==> config.mk <==
export PLATFORM = sky130hd
export DESIGN_NAME = seg7_scan_decoder
export DESIGN_NICKNAME = d
export VERILOG_FILES = /design/src/rtl/seg7_scan_decoder.sv
export SDC_FILE = /design/constraint.sdc
export NUM_CORES = 1
export LEC_CHECK = 0
export CAP_MARGIN = 20
export CORE_MARGIN = 2
export CORE_UTILIZATION = 25
export DETAILED_ROUTE_END_ITERATION = 8
export PLACE_DENSITY_LB_ADDON = 0.15
export SYNTH_ARGS = -nofsm -noshare
export SYNTH_HDL_FRONTEND = slang
export SYNTH_SLANG_ARGS = --single-unit
==> constraint.sdc <==
create_clock -name clk -period 2.45 [get_ports clk]
set_clock_uncertainty 0.15 [all_clocks]
set_input_delay 0.49 -clock clk [delete_from_list [all_inputs] [get_ports clk]]
set_output_delay 0.49 -clock clk [all_outputs]
set_load 0.02 [all_outputs]
==> src/rtl/seg7_scan_decoder.sv <==
// Loopback checker for a multiplexed 4-digit active-low seven-segment display.
// Recovers the shown hex value and publishes it once it is stable over several frames.
module seg7_scan_decoder #(
    parameter int SETTLE       = 8,
    parameter int FRAMES_MATCH = 2,
    parameter int TIMEOUT      = 1_000_000
) (
    input  logic        clk,
    input  logic        rst,
    input  logic [3:0]  an,
    input  logic [6:0]  seg,
    output logic [15:0] value,
    output logic [3:0]  blank,
    output logic        valid,
    output logic        update,
    output logic        bad_pattern,
    output logic        bad_anode
);

    localparam logic [7:0]  SETTLE_C  = 8'(SETTLE);
    localparam logic [7:0]  SETTLE_M1 = 8'(SETTLE - 1);
    localparam logic [3:0]  MATCH_C   = 4'(FRAMES_MATCH);
    localparam logic [23:0] TIMEOUT_C = 24'(TIMEOUT);

    logic [3:0]  s_an_q, s_an_d, p_an_q, p_an_d;
    logic [6:0]  s_seg_q, s_seg_d, p_seg_q, p_seg_d;
    logic [7:0]  stable_q, stable_d;
    logic [3:0]  seen_q, seen_d;
    logic [15:0] buf_val_q, buf_val_d;
    logic [3:0]  buf_blank_q, buf_blank_d;
    logic [19:0] prev_frame_q, prev_frame_d;
    logic [3:0]  match_q, match_d;
    logic [23:0] to_q, to_d;
    logic        chk_q, chk_d;
    logic [15:0] value_q, value_d;
    logic [3:0]  blank_q, blank_d;
    logic        valid_q, valid_d;
    logic        update_q, update_d;
    logic        bad_pattern_q, bad_pattern_d;
    logic        bad_anode_q, bad_anode_d;

    logic [3:0]  dig_sel;
    logic [1:0]  dig_idx;
    logic        one_low, multi_low;
    logic        changed, capture, frame_done, expire;
    logic        glyph_ok, glyph_blank;
    logic [3:0]  glyph_nib;
    logic [19:0] frame_cur;

    genvar gi;
    generate
        for (gi = 0; gi < 4; gi++) begin : g_sel
            assign dig_sel[gi] = (s_an_q == ~(4'b0001 << gi));
        end
    endgenerate

    assign one_low   = |dig_sel;
    assign multi_low = (s_an_q != 4'hF) && !one_low;

    always_comb begin
        dig_idx = 2'd0;
        for (int i = 0; i < 4; i++) begin
            if (dig_sel[i]) dig_idx = 2'(i);
        end
    end

    always_comb begin
        glyph_ok    = 1'b1;
        glyph_blank = 1'b0;
        glyph_nib   = 4'h0;
        case (s_seg_q)
            7'h40: glyph_nib = 4'h0;
            7'h79: glyph_nib = 4'h1;
            7'h24: glyph_nib = 4'h2;
            7'h30: glyph_nib = 4'h3;
            7'h19: glyph_nib = 4'h4;
            7'h12: glyph_nib = 4'h5;
            7'h02: glyph_nib = 4'h6;
            7'h78: glyph_nib = 4'h7;
            7'h00: glyph_nib = 4'h8;
            7'h10: glyph_nib = 4'h9;
            7'h08: glyph_nib = 4'hA;
            7'h03: glyph_nib = 4'hB;
            7'h46: glyph_nib = 4'hC;
            7'h21: glyph_nib = 4'hD;
            7'h06: glyph_nib = 4'hE;
            7'h0E: glyph_nib = 4'hF;
            7'h7F: glyph_blank = 1'b1;
            default: glyph_ok = 1'b0;
        endcase
    end

    assign changed    = {s_an_q, s_seg_q} != {p_an_q, p_seg_q};
    assign capture    = !changed && (stable_q == SETTLE_M1);
    assign frame_done = (seen_q == 4'hF);
    assign expire     = (to_q == 24'd1);
    assign frame_cur  = {buf_blank_q, buf_val_q};

    always_comb begin
        s_an_d        = an;
        s_seg_d       = seg;
        p_an_d        = s_an_q;
        p_seg_d       = s_seg_q;
        stable_d      = stable_q;
        seen_d        = seen_q;
        buf_val_d     = buf_val_q;
        buf_blank_d   = buf_blank_q;
        prev_frame_d  = prev_frame_q;
        match_d       = match_q;
        to_d          = to_q;
        chk_d         = 1'b0;
        value_d       = value_q;
        blank_d       = blank_q;
        valid_d       = valid_q;
        update_d      = 1'b0;
        bad_pattern_d = 1'b0;
        bad_anode_d   = 1'b0;

        if (changed) begin
            stable_d = 8'd0;
        end else if (stable_q != SETTLE_C) begin
            stable_d = stable_q + 8'd1;
        end

        if (to_q != 24'd0) to_d = to_q - 24'd1;
        if (expire && !frame_done) begin
            valid_d = 1'b0;
            match_d = 4'd0;
        end

        // Frame compare; the timeout reload here outranks a same-cycle expiry.
        if (frame_done) begin
            if (frame_cur == prev_frame_q) begin
                match_d = (match_q == MATCH_C) ? match_q : match_q + 4'd1;
            end else begin
                match_d = 4'd1;
            end
            prev_frame_d = frame_cur;
            seen_d       = 4'h0;
            to_d         = TIMEOUT_C;
            chk_d        = 1'b1;
        end

        if (capture) begin
            if (one_low) begin
                if (glyph_ok) begin
                    buf_val_d[{dig_idx, 2'b00} +: 4] = glyph_nib;
                    buf_blank_d[dig_idx]              = glyph_blank;
                    seen_d                            = seen_d | dig_sel;
                end else begin
                    bad_pattern_d = 1'b1;
                    seen_d        = 4'h0;
                    match_d       = 4'd0;
                end
            end else if (multi_low) begin
                bad_anode_d = 1'b1;
                seen_d      = 4'h0;
                match_d     = 4'd0;
            end
        end

        if (chk_q && (match_q == MATCH_C) &&
            ((prev_frame_q != {blank_q, value_q}) || !valid_q)) begin
            value_d  = prev_frame_q[15:0];
            blank_d  = prev_frame_q[19:16];
            valid_d  = 1'b1;
            update_d = 1'b1;
        end
    end

    always_ff @(posedge clk) begin
        if (rst) begin
            s_an_q        <= 4'hF;
            s_seg_q       <= 7'h7F;
            p_an_q        <= 4'hF;
            p_seg_q       <= 7'h7F;
            stable_q      <= 8'd0;
            seen_q        <= 4'h0;
            buf_val_q     <= 16'h0;
            buf_blank_q   <= 4'h0;
            prev_frame_q  <= 20'h0;
            match_q       <= 4'd0;
            to_q          <= TIMEOUT_C;
            chk_q         <= 1'b0;
            value_q       <= 16'h0;
            blank_q       <= 4'h0;
            valid_q       <= 1'b0;
            update_q      <= 1'b0;
            bad_pattern_q <= 1'b0;
            bad_anode_q   <= 1'b0;
        end else begin
            s_an_q        <= s_an_d;
            s_seg_q       <= s_seg_d;
            p_an_q        <= p_an_d;
            p_seg_q       <= p_seg_d;
            stable_q      <= stable_d;
            seen_q        <= seen_d;
            buf_val_q     <= buf_val_d;
            buf_blank_q   <= buf_blank_d;
            prev_frame_q  <= prev_frame_d;
            match_q       <= match_d;
            to_q          <= to_d;
            chk_q         <= chk_d;
            value_q       <= value_d;
            blank_q       <= blank_d;
            valid_q       <= valid_d;
            update_q      <= update_d;
            bad_pattern_q <= bad_pattern_d;
            bad_anode_q   <= bad_anode_d;
        end
    end

    assign value       = value_q;
    assign blank       = blank_q;
    assign valid       = valid_q;
    assign update      = update_q;
    assign bad_pattern = bad_pattern_q;
    assign bad_anode   = bad_anode_q;

endmodule
Word level (Yosys, flattened, before mapping):

Index checks and enable logic that the tools add are counted.
Widths: inputs -> output; s select.

* output and inout port bits: 24
* register bits: 127
* logic and storage cells: 108
* bits of input ports: 13

* add/sub/neg operators: 4
* shift-type cells: 2
* equal/unequal tests: 29
* reduce and logical (&&, ||, !) cells: 21
* $lt $le $gt $ge: 2
* bitwise logic cells: 3
* muxes and demuxes: 29

Operators by type and width (number)
* $pmux 4 s15: 1
* $mux 4: 13
* $eq 7x7->1 const B: 5
* $eq 24x1->1 const B: 1
* $reduce_bool 24->1: 1
* $sub 24x1->24 const B: 1
* $eq 7x5->1 const B: 3
* $eq 7x6->1 const B: 3
* $eq 20x20->1: 1
* $ne 20x20->1: 1
* $reduce_or 17->1: 1
* $bwmux 16: 1
* $eq 4x4->1 const B: 4
* $shift 4x6->16 const A: 1
* $shiftx 4x6->16: 1
* $eq 7x2->1 const B: 2
* $eq 7x4->1 const B: 2
* $ne 11x11->1: 1
* $mux 1: 10
* $add 8x1->8 const B: 1
* $eq 8x3->1 const B: 1
* $ne 8x4->1 const B: 1
* $eq 7x3->1 const B: 1
* $logic_not 7->1: 1
* 21 further kinds: 32

Logic depth before layout (Yosys ltp):

Gate-level depths: netlist of the first run.

* word-level depth: 9
* gate-level depth with buffers: 10
* mapped depth without buffers: 9

Worst setup path before layout of the first run:

Ideal clock, no wire load.

* kind: flip-flop to flip-flop
* from: reg s_seg_q[4] (netlist: p_seg_d[4])
* to: reg buf_val_q[7]
* required time: 2.228 ns
* arrival time: 2.154 ns
* library setup time: 0.072 ns
* period minus slack after synthesis: 2.376 ns
* setup slack: 0.074 ns
* path buffers: 2
* cell stages (with the launch flop): 9
* cells stage by stage: dfxtp_1 > clkbuf_1 > xor2_1 > nor4_1 > nand3_1 > a311oi_4 > and2_1 > buf_4 > mux2i_1

* cells in the longest elaborated chain, start to end: 4
* elaborated cells between the ends (all ways): 26
* classes of those cells: eq/ne: 17; shift: 1; mux: 3; reduce/logical: 5

Ends and longest elaborated chain
* from (decl): RTL line 26 `logic [6:0] s_seg_q, s_seg_d, p_seg_q, p_seg_d;`
* from (signal assigned): RTL line 193 `s_seg_q <= s_seg_d;`
* $eq 7x4->1 (tied with other cells): RTL line 71 `case (s_seg_q)`
* $pmux 4 s15 (tied with other cells): RTL line 71
* $shiftx 4x6->16 (tied with other cells): RTL line 147 `buf_val_d[{dig_idx, 2'b00} +: 4] = glyph_nib;`
* $bwmux 16 or $reduce_and 3->1 (tied branches)
* to (signal assigned): RTL line 198 `buf_val_q <= buf_val_d;`
* to (decl): RTL line 29 `logic [15:0] buf_val_q, buf_val_d;`

Several ways; a longest one is shown, not always the timed one.
A chain may end at the register's enable or synchronous reset.

Worst setup path after layout of the first run:

* from: reg s_seg_q[2] (netlist: p_seg_d[2])
* to: reg buf_val_q[10]

Same word-level chain as after synthesis.

==> qor.yml, run 1 <==
global_route:
  globalRouteTotalUtil_pct: 11.9
  number_of_antenna_violations_at_the_first_check_in_global_routing: 0
  global_route.usage.met1_pct: 16.4
  global_route.overflow_total: 0
  vias_in_the_first_global_route: 4515
  met3_usage_pct: 2.55
  wire_length_of_the_first_global_routing_pass_mm: 23.3
  grt_busiest_layer: "met2"
  pin_count_of_the_biggest_net_entering_global_routing: 49
  use_met2_pct: 18.4
run:
  drv_cap: 0
placed_design:
  placedCellCount: 1039
  portBuffers: 36
  finalWeightedCongestion: 0.797
  hpwlAfterDp_mm: 10.3
synth:
  yosys.area.top_type_share_pct: 42.8
  post_synth_num_cell_types: 57
  yosys.cell_count.top_type: "sky130_fd_sc_hd__dfxtp_1"
  synth.avg_cell_area_um2: 8.78
  yosys_warnings: 0
  synth_enable_flop_cells: 0
  async_sr_flop_fraction_pct: 0
  yosys_register_bits: 127
  yosysSeqAreaShare_pct: 42.8
  syn_inst: 676
  post_synth_main_area_contributors: "sky130_fd_sc_hd__dfxtp_1 43%, sky130_fd_sc_hd__mux2i_1 6.9%, sky130_fd_sc_hd__nand2_1 6.8%"
  synth_fp_nets: 701
  synth.top_cells.by_count: "127 x sky130_fd_sc_hd__dfxtp_1, 107 x sky130_fd_sc_hd__nand2_1, 64 x sky130_fd_sc_hd__nor2_1, 45 x sky130_fd_sc_hd__xor2_1, 41 x sky130_fd_sc_hd__mux2i_1"
  postSynth.topFlopCell: "sky130_fd_sc_hd__dfxtp_1"
  post_synth_instance_area_um2: 5940
  post-synth-top-area-cell: "sky130_fd_sc_hd__dfxtp_1"
clocking:
  htree_levels: 4
  clk_path_buf_depth: 2
  clock_latency_ps: 410
  cts_made_buffers: 17
  cts_tree: "built"
  tritoncts_num_sinks: 127
  clk_pin_slew_ps: 60
  clockRootBuffer: "sky130_fd_sc_hd__clkbuf_16"
  post_cts_hold_buffer_count: 0
power:
  p_total_mw: 5.26
  p_leak_nw: 2.80
  vdd_ir_drop_max_mv: 0.343
  power_per_standard_cell_area_nw_per_um2: 693
status:
  status: "finished, final reports clean"
timing:
  max_freq_ghz: 0.427
  timing.final.hold_violations: 0
  finalWorstPathRequiredPeriod_ps: 2340
  setup_viol_count_final: 0
  timing.final.crit_share_pct: 95.6
  final_max_slew_viol_count: 0
  rsz0062_at_grt: "true"
  slew-limit-headroom_pct: 59.8
  worst_slew_pin_slew_ps: 601
drt:
  wl_per_cell_um: 13.3
  drc_errors: 0
  detail_route.vias_per_cell: 4.42
  vias: 4739
  detail-route-antenna-nets: 0
  drt_iter0_drcs: 225
  firstDrtPassIters: 4
  detail_route.wirelength_mm: 14.2
min_path:
  hp-class: "reg2reg"
  worst_hold_path.num_cells: 2
worst_setup_path:
  cpPeakStageDelay_ps: 690
  slowest_stage_cell_crit_path: "sky130_fd_sc_hd__or4b_2"
  setup.worst_path.class: "reg2reg"
  ordered_list_of_cells_on_the_worst_path: "or4b_2, a21oi_2, a311oi_2, a311oi_4, buf_4, nand2_2, mux2i_1"
  startpoint_class: "register"
  setup.worst_path.end_class: "register"
  cp_data_required_time_ps: 2600
  reg2reg_depth: 7
  critPathArrivalTime_ps: 2490
  path_max_fanout: 7
floorplanning:
  core_region_area_um2: 23400
  floorplan.initialDensity_pct: 25.4
  overall_die_area_um2: 25000
  chipHeight_um: 158
  die-width_um: 158
  ioPinCount: 37
  rows: 56
cells_and_area:
  post-route-util_pct: 32.4
  post_route_cells_drive_above_1_share_pct: 16.5
  fin_nets: 765
  synthToLayoutAreaGrowth_pct: 27.8
  final_cell_count_no_fill: 1071
  insertedDiodeCount: 0
[cells in the final DEF, fill, tap and decap left out, types with 12 or more instances in the layout]
cell type / Yosys / routed
sky130_fd_sc_hd__clkbuf_16: 0 / 17
sky130_fd_sc_hd__xor2_1: 45 / 45
sky130_fd_sc_hd__clkdlybuf4s50_1: 0 / 35
sky130_fd_sc_hd__nand3_1: 20 / 20
sky130_fd_sc_hd__dfxtp_1: 127 / 121
sky130_fd_sc_hd__nor3_1: 18 / 16
sky130_fd_sc_hd__nand2_1: 107 / 107
sky130_fd_sc_hd__ha_1: 12 / 12
sky130_fd_sc_hd__nor4_1: 13 / 12
sky130_fd_sc_hd__a21oi_1: 27 / 26
sky130_fd_sc_hd__nand4_1: 13 / 13
sky130_fd_sc_hd__buf_4: 1 / 40
sky130_fd_sc_hd__or2_2: 21 / 21
sky130_fd_sc_hd__xnor2_1: 37 / 37
sky130_fd_sc_hd__nor2_1: 64 / 64
sky130_fd_sc_hd__mux2i_1: 41 / 41
[power by group]
group / switching (mW) / internal, mW / leakage (nW)
Sequential: 0.0487 / 2.12 / 1.03
Combinational: 0.197 / 0.165 / 1.47
Clock: 0.972 / 1.76 / 0.298
Total: 1.22 / 4.04 / 2.80
[area by class of cell]
type | count | area, µm²
fillers | 2448 | 15800
clock buffers | 19 | 453
inverters | 10 | 37.5
clock inverters | 12 | 185
well taps | 319 | 399
flip-flops and latches | 127 | 2550
repair buffers | 78 | 678
multi-input cells | 506 | 3290
[metal layers]
metal / part of all wire (%) / vias to the layer above
met5: 0 / -
met1: 51 / 2202
met3: 3.2 / 12
li1: - / 2437
met4: 1.3 / 0
met2: 44 / 88
[registers in the layout, indices dropped and copies added (netlist names), 7 cells and up]
name,count
p_seg_q,7
stable_q,8
prev_frame_q,20
value,16
buf_val_q,16
to_q,24
p_seg_d,7
[path summary, 6_finish.rpt]
| kind | from | end | slack (ps) |
|---|---|---|---|
| worst min-delay path | buf_val_q[1] | prev_frame_q[1] | 330 |
| worst max register to register | p_seg_d[2] | buf_val_q[10] | 110 |
| worst max-delay path | p_seg_d[2] | buf_val_q[10] | 110 |
| worst min register to register | buf_val_q[1] | prev_frame_q[1] | 330 |
[worst max-delay path: cells and delay by family (launching register included)]
family                 cells  cell delay [ps]
buffers and inverters      1              190
flip-flops                 1              350
AO/OA/AOI/OAI              3              600
multiplexers               1              140
AND/OR/NAND/NOR            2              790
[kinds of logic (layout without fill, tap and decap cells)]
| kind of cell | count (synthesis) | after routing | share of synthesized area, % |
|---|---|---|---|
| AOI/OAI and AO/OA | 63 | 63 | 7.19 |
| muxes | 42 | 42 | 7.10 |
| buffers and inverters | 43 | 119 | 2.95 |
| xor gates and xnor gates | 82 | 82 | 12.1 |
| and+or+nand+nor | 307 | 307 | 25.3 |
| adders and majority gates | 12 | 12 | 2.53 |
| DFF | 127 | 127 | 42.8 |
[timing repair]
action,CTS,global route
endpoints found under the hold margin,0,0
resized for setup,4,17
setup endpoints to repair,10,29
setup buffers,0,1
pin swaps,1,8
[per-stage QoR]
| stage | instance area (µm²) | hold WS (ps) | setup TNS [ps] | setup WS (ps) |
|---|---|---|---|---|
| 4_1_cts | 7530 | 337 | 0 | 4.32 |
| 5_1_grt | 7590 | 347 | -27.1 | -19.2 |
| 2_1_floorplan | 5940 | 307 | 0 | 74.3 |
| 3_3_place_gp | 6870 | 323 | -13.0 | -3.93 |
| 6_report | 7590 | 332 | 0 | 109 |
| 3_5_place_dp | 6870 | 329 | -217 | -76.7 |
No activity file was read; power rests on OpenSTA's default activity.
==> inputs of run 2 (changes only) <==
--- a/config.mk
+++ b/config.mk
@@ -10,6 +10,7 @@
 export CORE_UTILIZATION = 25
 export DETAILED_ROUTE_END_ITERATION = 8
 export PLACE_DENSITY_LB_ADDON = 0.15
+export SLEW_MARGIN = 10
 export SYNTH_ARGS = -nofsm -noshare
 export SYNTH_HDL_FRONTEND = slang
 export SYNTH_SLANG_ARGS = --single-unit
==> results of run 2 <==
No change in the layout: final DEF, timing and power equal those of run 1.
==> inputs of run 3 (changes only) <==
--- a/config.mk
+++ b/config.mk
@@ -6,7 +6,6 @@
 export NUM_CORES = 1
 export LEC_CHECK = 0
 export CAP_MARGIN = 20
-export CORE_MARGIN = 2
 export CORE_UTILIZATION = 25
 export DETAILED_ROUTE_END_ITERATION = 8
 export PLACE_DENSITY_LB_ADDON = 0.15
==> qor.yml, run 3 (synthesis results as in run 1) <==
cells_and_area:
  fin_nets: 767  # +0.26%
  insertedDiodeCount: 0  # unchanged
  post-route-util_pct: 32.2  # -0.23 points
  post_route_cells_drive_above_1_share_pct: 16.2  # -0.33 points
  final_cell_count_no_fill: 1074  # +0.28%
  layout_commonest_cell: "sky130_fd_sc_hd__dfxtp_1"
  max_reg_flops: 24  # unchanged
  layout_common_cells: "122 x sky130_fd_sc_hd__dfxtp_1, 107 x sky130_fd_sc_hd__nand2_1, 63 x sky130_fd_sc_hd__nor2_1, 45 x sky130_fd_sc_hd__xor2_1, 43 x sky130_fd_sc_hd__buf_4"
  top_register: "to_q"
  reg_top3: "to_q (24), prev_frame_q (20)"
  synthToLayoutAreaGrowth_pct: 26.9
timing:
  setup_tns_ps: 0  # unchanged
  final_max_slew_viol_count: 0  # unchanged
  max_freq_ghz: 0.420  # -1.7%
  finalWorstPathRequiredPeriod_ps: 2380  # +41.5 ps
  timing.final.crit_share_pct: 97.3  # +1.7 points
  timing.final.hold_violations: 0  # unchanged
  rsz0062_at_grt: "true"
  worst_slew_pin_slew_ps: 587  # -13.8 ps
  slew-limit-headroom_pct: 60.8  # +0.92 points
  postLayoutSetupSlackWorst_ps: 67.3  # -41.5 ps
  setup_viol_count_final: 0  # unchanged
floorplanning:
  floorplan.initialDensity_pct: 25.4  # unchanged
  rows: 56  # unchanged
  core_region_area_um2: 23400  # unchanged
  ioPinCount: 37  # unchanged
  chipHeight_um: 156  # -1.3%
  die-width_um: 156  # -1.3%
  overall_die_area_um2: 24400  # -2.5%
status:
  status: "finished, final reports clean"
power:
  power.sequential.fraction_pct: 43.4  # +2.2 points
  power_per_standard_cell_area_nw_per_um2: 661  # -4.6%
  power.share.switching_pct: 24.5  # +1.3 points
  vdd_ir_drop_max_mv: 0.392  # +14%
  p_switching_mw: 1.22  # about the same
  comb_power_share_pct: 7.3  # +0.4 points
  internal_power_mw: 3.76  # -6.9%
  clock_power_share_pct: 49.3  # -2.7 points
  p_leak_nw: 2.79  # -0.29%
worst_setup_path:
  setup.worst_path.end_class: "register"
  cpPeakStageDelay_ps: 700  # about the same
  setup.worst_path.class: "reg2reg"
  ordered_list_of_cells_on_the_worst_path: "or4b_2, a21oi_2, a311oi_2, buf_4, a31oi_2, a211oi_4, nor4_1"
  startpoint_class: "register"
  slowest_stage_cell_crit_path: "sky130_fd_sc_hd__or4b_2"
  path_max_fanout: 8  # +1
  cp_data_required_time_ps: 2620  # +20 ps
  critPathArrivalTime_ps: 2560  # +70 ps
clocking:
  cts_made_buffers: 17  # unchanged
  htree_levels: 4  # unchanged
  clk_path_buf_depth: 2  # unchanged
  tritoncts_num_sinks: 127  # unchanged
  clockRootBuffer: "sky130_fd_sc_hd__clkbuf_16"
  clk_pin_slew_ps: 60  # about the same
  post_cts_hold_buffer_count: 0  # unchanged
  cts_tree: "built"
  clock_latency_ps: 420  # about the same
global_route:
  wire_length_of_the_first_global_routing_pass_mm: 23.6  # +1.6%
  met3_usage_pct: 2.92  # +0.37 points
  use_met2_pct: 19.3  # +0.96 points
  global_route.usage.met1_pct: 16.5  # +0.13 points
  pin_count_of_the_biggest_net_entering_global_routing: 52  # +6.1%
  vias_in_the_first_global_route: 4600  # +1.9%
  global_route.overflow_total: 0  # unchanged
  grt_busiest_layer: "met2"
  number_of_antenna_violations_at_the_first_check_in_global_routing: 0  # unchanged
  globalRouteTotalUtil_pct: 12.5  # +0.57 points
drt:
  detail_route.vias_per_cell: 4.46  # +0.73%
  drt_iter0_drcs: 188  # -16%
  firstDrtPassIters: 5  # +1
  detail_route.wirelength_mm: 14.3  # +0.44%
  vias: 4787  # +1.0%
  detail-route-antenna-nets: 0  # unchanged
  drc_errors: 0  # unchanged
  wl_per_cell_um: 13.3  # +0.15%
min_path:
  hp-class: "reg2reg"
placed_design:
  detailedPlace.worstSlack_ps: -94.6  # -17.9 ps
  finalWeightedCongestion: 0.785  # -1.6%
  placedCellCount: 1041  # +0.19%
  hpwlAfterDp_mm: 10.3  # +0.35%
  portBuffers: 36  # unchanged
run:
  drv_cap: 0  # unchanged
-- run 3: stage by stage --
step           power (mW)  cell area [µm²]  hold WS (ps)
2_1_floorplan        2.43             5940           307
3_3_place_gp         2.56             6900           322
3_5_place_dp         2.57             6900           330
4_1_cts              5.06             7490           340
5_1_grt              5.22             7530           335
6_report             4.98             7530           332
-- run 3: cell type report --
class | instances | area, µm²
fillers | 2462 | 15900
multi-input cells | 506 | 3270
flip-flops and latches | 127 | 2550
repair buffers | 80 | 698
clock buffers | 21 | 470
well taps | 319 | 399
clock inverters | 11 | 109
inverters | 10 | 37.5
-- run 3: per-layer routing --
metal / part of all wire (%) / routed length [µm] / up-vias
li1: - / - / 2452
met5: 0 / 0 / -
met2: 45 / 6410 / 80
met3: 3.1 / 448 / 18
met4: 1.8 / 255 / 0
met1: 50 / 7200 / 2237
-- run 3: critical path, delay by kind of cell (launching register included) --
family | cells | cell delay (ps)
AND/OR/NAND/NOR | 2 | 1000
AO/OA/AOI/OAI | 4 | 610
flip-flops | 1 | 340
buffers and inverters | 1 | 190
-- run 3: what timing repair did --
action | CTS | global route
pin swaps | 1 | 4
endpoints found under the setup margin | 9 | 29
setup buffers | 0 | 1
gates resized for setup | 3 | 12
-- run 3: path summary, 6_finish.rpt --
check	from	slack, ps	endpoint	cells past startpoint
worst max-delay path	p_seg_d[2]	70	match_q[0]	7
worst min-delay path	p_seg_d[5]	330	p_seg_q[5]	1
worst max register to register	p_seg_d[2]	70	match_q[0]	7
worst min register to register	p_seg_d[5]	330	p_seg_q[5]	1
-- run 3: power by group through the flow --
| stage | sequential [mW] | clock, mW | combinational [mW] |
|---|---|---|---|
| 6_report | 2.16 | 2.45 | 0.363 |
| 2_1_floorplan | 2.19 | 0 | 0.239 |
| 3_5_place_dp | 2.21 | 0 | 0.359 |
| 4_1_cts | 2.16 | 2.54 | 0.364 |
| 3_3_place_gp | 2.20 | 0 | 0.355 |
| 5_1_grt | 2.17 | 2.64 | 0.409 |
